**config.mk**
```make
export PLATFORM = sky130hd
export DESIGN_NAME = prio_arb_reg
export DESIGN_NICKNAME = d
export VERILOG_FILES = /design/src/rtl/prio_arb_pkg.sv /design/src/rtl/prio_arb_pick.sv /design/src/rtl/prio_arb_reg.sv
export SDC_FILE = /design/constraint.sdc
export NUM_CORES = 1
export LEC_CHECK = 0
export BUFFER_PORTS_ARGS = -buffer_cell sky130_fd_sc_hd__buf_2
export CAP_MARGIN = 40
export CORE_MARGIN = 2
export CORE_UTILIZATION = 40
export CTS_CLUSTER_SIZE = 25
export DETAILED_ROUTE_END_ITERATION = 10
export MAX_ROUTING_LAYER = met4
export PLACE_DENSITY = 0.78
export SLEW_MARGIN = 20
export SYNTH_ARGS = -nofsm -noshare
export SYNTH_HDL_FRONTEND = slang
export SYNTH_SLANG_ARGS = --single-unit
```
**constraint.sdc**
```tcl
create_clock -name clk -period 1.7 [get_ports clk]
set_clock_uncertainty 0.2 [all_clocks]
set_input_delay 0.17 -clock clk [delete_from_list [all_inputs] [get_ports clk]]
set_output_delay 0.17 -clock clk [all_outputs]
set_load 0.02 [all_outputs]
```
**src/rtl/prio_arb_pkg.sv**
```systemverilog
// Shared constants for the prio_arb_reg arbiter: arbitration modes and stall counter width.
package prio_arb_pkg;

    localparam int ARB_FIXED = 0;
    localparam int ARB_RR    = 1;
    localparam int STALL_CW  = 16;

endpackage

```
**src/rtl/prio_arb_pick.sv**
```systemverilog
// Combinational find-first-set over req, starting at index start and wrapping N-1 -> 0.
// Zero latency; no backpressure (pure function of its inputs).
module prio_arb_pick
    import prio_arb_pkg::*;
#(
    parameter int N  = 4,
    parameter int CW = $clog2(N)
) (
    input  logic [N-1:0]  req,
    input  logic [CW-1:0] start,
    output logic [N-1:0]  gnt,
    output logic [CW-1:0] idx,
    output logic          found
);

    int            j;
    logic [CW-1:0] jj;

    // start is always < N, so a single subtraction folds the wrap without a modulo
    always_comb begin
        gnt   = '0;
        idx   = '0;
        found = 1'b0;
        j     = 0;
        jj    = '0;
        for (int k = 0; k < N; k++) begin
            j = int'(start) + k;
            if (j >= N) begin
                j = j - N;
            end
            jj = CW'(j);
            if (!found && req[jj]) begin
                found   = 1'b1;
                gnt[jj] = 1'b1;
                idx     = jj;
            end
        end
    end

endmodule

```
**src/rtl/prio_arb_reg.sv**
```systemverilog
// N-channel valid/ready arbiter (fixed or round-robin) into one output register; 1-cycle latency.
// Backpressure: a stalled output drops every req_rdy; optional stall_cnt via PRIO_ARB_REG_STALL_CNT_EN.
module prio_arb_reg
    import prio_arb_pkg::*;
#(
    parameter int NCH = 4,
    parameter int DW  = 8,
    parameter int RR  = ARB_FIXED,
    parameter int CW  = $clog2(NCH)
) (
    input  logic              clk,
    input  logic              rst_n,
    input  logic [NCH-1:0]    req_vld,
    input  logic [NCH*DW-1:0] req_data,
    output logic [NCH-1:0]    req_rdy,
    output logic              out_vld,
    output logic [DW-1:0]     out_data,
    output logic [CW-1:0]     out_ch,
    input  logic              out_rdy,
    output logic              busy
`ifdef PRIO_ARB_REG_STALL_CNT_EN
    ,
    output logic [STALL_CW-1:0] stall_cnt
`endif
);

    logic           load;
    logic           grant;
    logic [CW-1:0]  ptr;
    logic [CW-1:0]  start;
    logic [NCH-1:0] pick_gnt;
    logic [CW-1:0]  pick_idx;
    logic           pick_found;

    assign start = (RR == ARB_RR) ? ptr : '0;

    prio_arb_pick #(
        .N  (NCH),
        .CW (CW)
    ) u_pick (
        .req   (req_vld),
        .start (start),
        .gnt   (pick_gnt),
        .idx   (pick_idx),
        .found (pick_found)
    );

    // Register may take a new word when empty or when its current word leaves this edge
    assign load    = ~out_vld | out_rdy;
    assign grant   = pick_found & load;
    assign req_rdy = grant ? pick_gnt : '0;
    assign busy    = out_vld & ~out_rdy;

    always_ff @(posedge clk or negedge rst_n) begin
        if (!rst_n) begin
            out_vld  <= 1'b0;
            out_data <= '0;
            out_ch   <= '0;
        end else if (grant) begin
            out_vld  <= 1'b1;
            out_data <= req_data[pick_idx*DW +: DW];
            out_ch   <= pick_idx;
        end else if (out_rdy) begin
            out_vld  <= 1'b0;
        end
    end

    // Explicit wrap: NCH need not be a power of two
    always_ff @(posedge clk or negedge rst_n) begin
        if (!rst_n) begin
            ptr <= '0;
        end else if (grant && (RR == ARB_RR)) begin
            ptr <= (pick_idx == CW'(NCH - 1)) ? '0 : pick_idx + 1'b1;
        end
    end

`ifdef PRIO_ARB_REG_STALL_CNT_EN
    always_ff @(posedge clk or negedge rst_n) begin
        if (!rst_n) begin
            stall_cnt <= '0;
        end else if (out_vld && out_rdy) begin
            stall_cnt <= '0;
        end else if (busy && (stall_cnt != '1)) begin
            stall_cnt <= stall_cnt + 1'b1;
        end
    end
`endif

endmodule

```
==> out/results.tsv <==
metric	value	unit
critPathCaptureType	output pin	
port_buffers	54	
leakagePower	0.597	nW
synth_top_area_share	34.1	%
fin_crit_sh	98.4	%
drt_wl_total	2730	um
worst_pin_slew	0.440	ns
startpoint	out_vld	
gp_congestion	0.801	
grt_pass1_wl	4200	um
power.total	0.779	mW
initial_core_util	42.0	%
status	finished, final reports clean	
grtUsageTotal	23.4	%
post-route-util	63.7	%
grt-ovfl-total	0	
setup_viol	0	
cp.required	1.33	ns
cts-htree-levels	1	
cts_sinks	11	
io_pins	55	
synth_top_area_cell	dfrtp_1	
slowest_delay	0.37	ns
root_buffer	clkbuf_4	
grt.met1_usage	28.1	%
wl_per_cell	14.9	um
grt_max_degree	22	
synth_flop_cell	dfrtp_1	
synth_warnings	0	
placed_cell_area	1110	um2
ys_top_cells_by_area	dfrtp_1 (34%), a32oi_1 (8.7%), a211oi_1 (7.4%)	
yosys-top-cells-count	dfrtp_1 (11), inv_1 (11), nand2_1 (10)	
ys_seq_area_share	34.1	%
max_freq	598	MHz
worst-path-stages	5	
fin_ws	0.0277	ns
routed_via_density	5.24	
r2r_cells	6	
drtIter0Drc	26	
n_fill_cell	167	
synth_edf_count	0	
area_growth	51.6	%
numCtsBuffers	3	
ir_worst_vdd	490	uV
row_count	16	
coreArea	1920	um2
synthesis.area	807	um2
r2r_start	out_vld	
hold_viol	0	
cp_cell_sequence	nand2b_1 -> inv_2 -> or2_4 -> nor2b_4 -> buf_6	
diodes	0	
die_h	48.9	um
cp.arrival	1.30	ns
nNetsFinal	196	
clock_latency	0.27	ns
pre_cts_ws	0.174	ns
path_delay_family	simple AND/OR/NAND/NOR gates	
ys_seq_elements	11	
dieArea	2390	um2
die_w	48.9	um
multi_input_area	455	um2
regArea	275	um2
maxSlewViolCount	0	
busiest_layer	met2	
num_vias	959	
syn_area_per_cell	8.68	um2
use_met3	3.37	%
relSlewSlack	70.5	%
cp-endpoint	req_rdy[1]	
path_max_fanout	4	
rsz0062_at_grt	yes	
cts_tree	yes	
finish.instance_area	1220	um2
grt_util_met2	37.4	%
power.density	637	nW/um2
place_hpwl	1920	um
clock_path_buffers	2	
finalCriticalPeriod	1.67	ns
crit_type	reg -> out	
rr_endpoint	out_data[3]	
async_flop_share	100	%
ys_types	23	
critPathBufInv	2	
drc_errors	0	
path_clk_slew	0.07	ns
antenna_found_initial	0	
min_path_type	in -> reg	
critPathSlowestCell	dfrtp_1	
holdWs	0.00801	ns
max_cap_violations	0	
dr.pass1.iters	4	
synth_cells	93	
r2r_setup_slack	0.15	ns
layout-drive-gt1-share	46.2	%
drtAntennaViolNets	0	
startpoint_type	flip-flop	
syn_nets	132	
first_global_vias	931	
## layer usage
layer | vias up | wire length [um]
met2 | 52 | 1300
met4 | 0 | 116
met5 | - | 0
li1 | 466 | -
met3 | 14 | 178
met1 | 427 | 1130
## sequential cells by signal, summed over array words and instances (netlist names)
register,count
out_ch,2
out_data,8
out_vld,1
## worst min-delay path by stage
| stage | start | endpoint | slack (ns) | depth (start not counted) |
|---|---|---|---|---|
| floorplan | rst_n | out_ch[0] | -0.33 | 0 |
| global placement | rst_n | out_data[0] | -0.15 | 1 |
| finish | req_data[4] | out_data[4] | 0.008 | 3 |
| CTS | req_data[2] | out_data[2] | 0.004 | 3 |
| global route | req_data[3] | out_data[3] | 0.04 | 3 |
| detailed placement | rst_n | out_ch[0] | -0.14 | 1 |
## repair_timing
action	CTS	global route
hold endpoints to repair	16	0
endpoints found under the setup margin	1	2
hold buffers	6	0
gates resized for setup	3	3
setup buffers	2	0
pin swaps	1	1
## layout make-up
cell class | count | share of cell area (%)
Tap cell | 27 | 2.76
Timing Repair Buffer | 67 | 32.0
Clock buffer | 4 | 2.15
Inverter | 11 | 3.37
Sequential cell | 11 | 22.5
Multi-Input combinational cell | 63 | 37.2
## power breakdown
group / leakage, nW / internal [mW] / switching (mW)
clock: 0.0150 / 0.0908 / 0.0883
sequential: 0.124 / 0.294 / 0.0173
combinational: 0.458 / 0.127 / 0.162
total: 0.597 / 0.511 / 0.268
## cell usage in the layout, fill, tap and decap left out, drive strengths merged, types with 2 or more instances in the layout
master | netlist | final
a21o | 8 | 8
or2 | 2 | 2
nand3b | 8 | 8
o21ai | 8 | 8
clkbuf | 3 | 4
nor2b | 2 | 2
nand2 | 10 | 10
a211oi | 8 | 8
buf | 5 | 61
inv | 11 | 11
dfrtp | 11 | 11
dlygate4sd3 | 0 | 6
a32oi | 8 | 8
## logic make-up after synthesis
group | Yosys count | share of synthesized area [%]
flops | 11 | 34.1
buf+inv | 19 | 12.1
compound gates | 35 | 31.5
simple gates | 28 | 22.3
## worst register-to-register path, stage by stage (launching register included)
cell and delay, ns:
dfrtp_1 0.37, nand2b_1 0.10, inv_2 0.07, buf_4 0.15, buf_4 0.15, a211oi_1 0.21
a32oi_1 0.15
## through the flow
stage / setup TNS (ns) / instances
after global routing: -0.0423 / 183
after floorplan: -0.0716 / 93
after global placement: 0 / 171
after detailed placement: 0 / 171
after CTS: 0 / 183
final: 0 / 183
(Power assumes the default switching activity.)
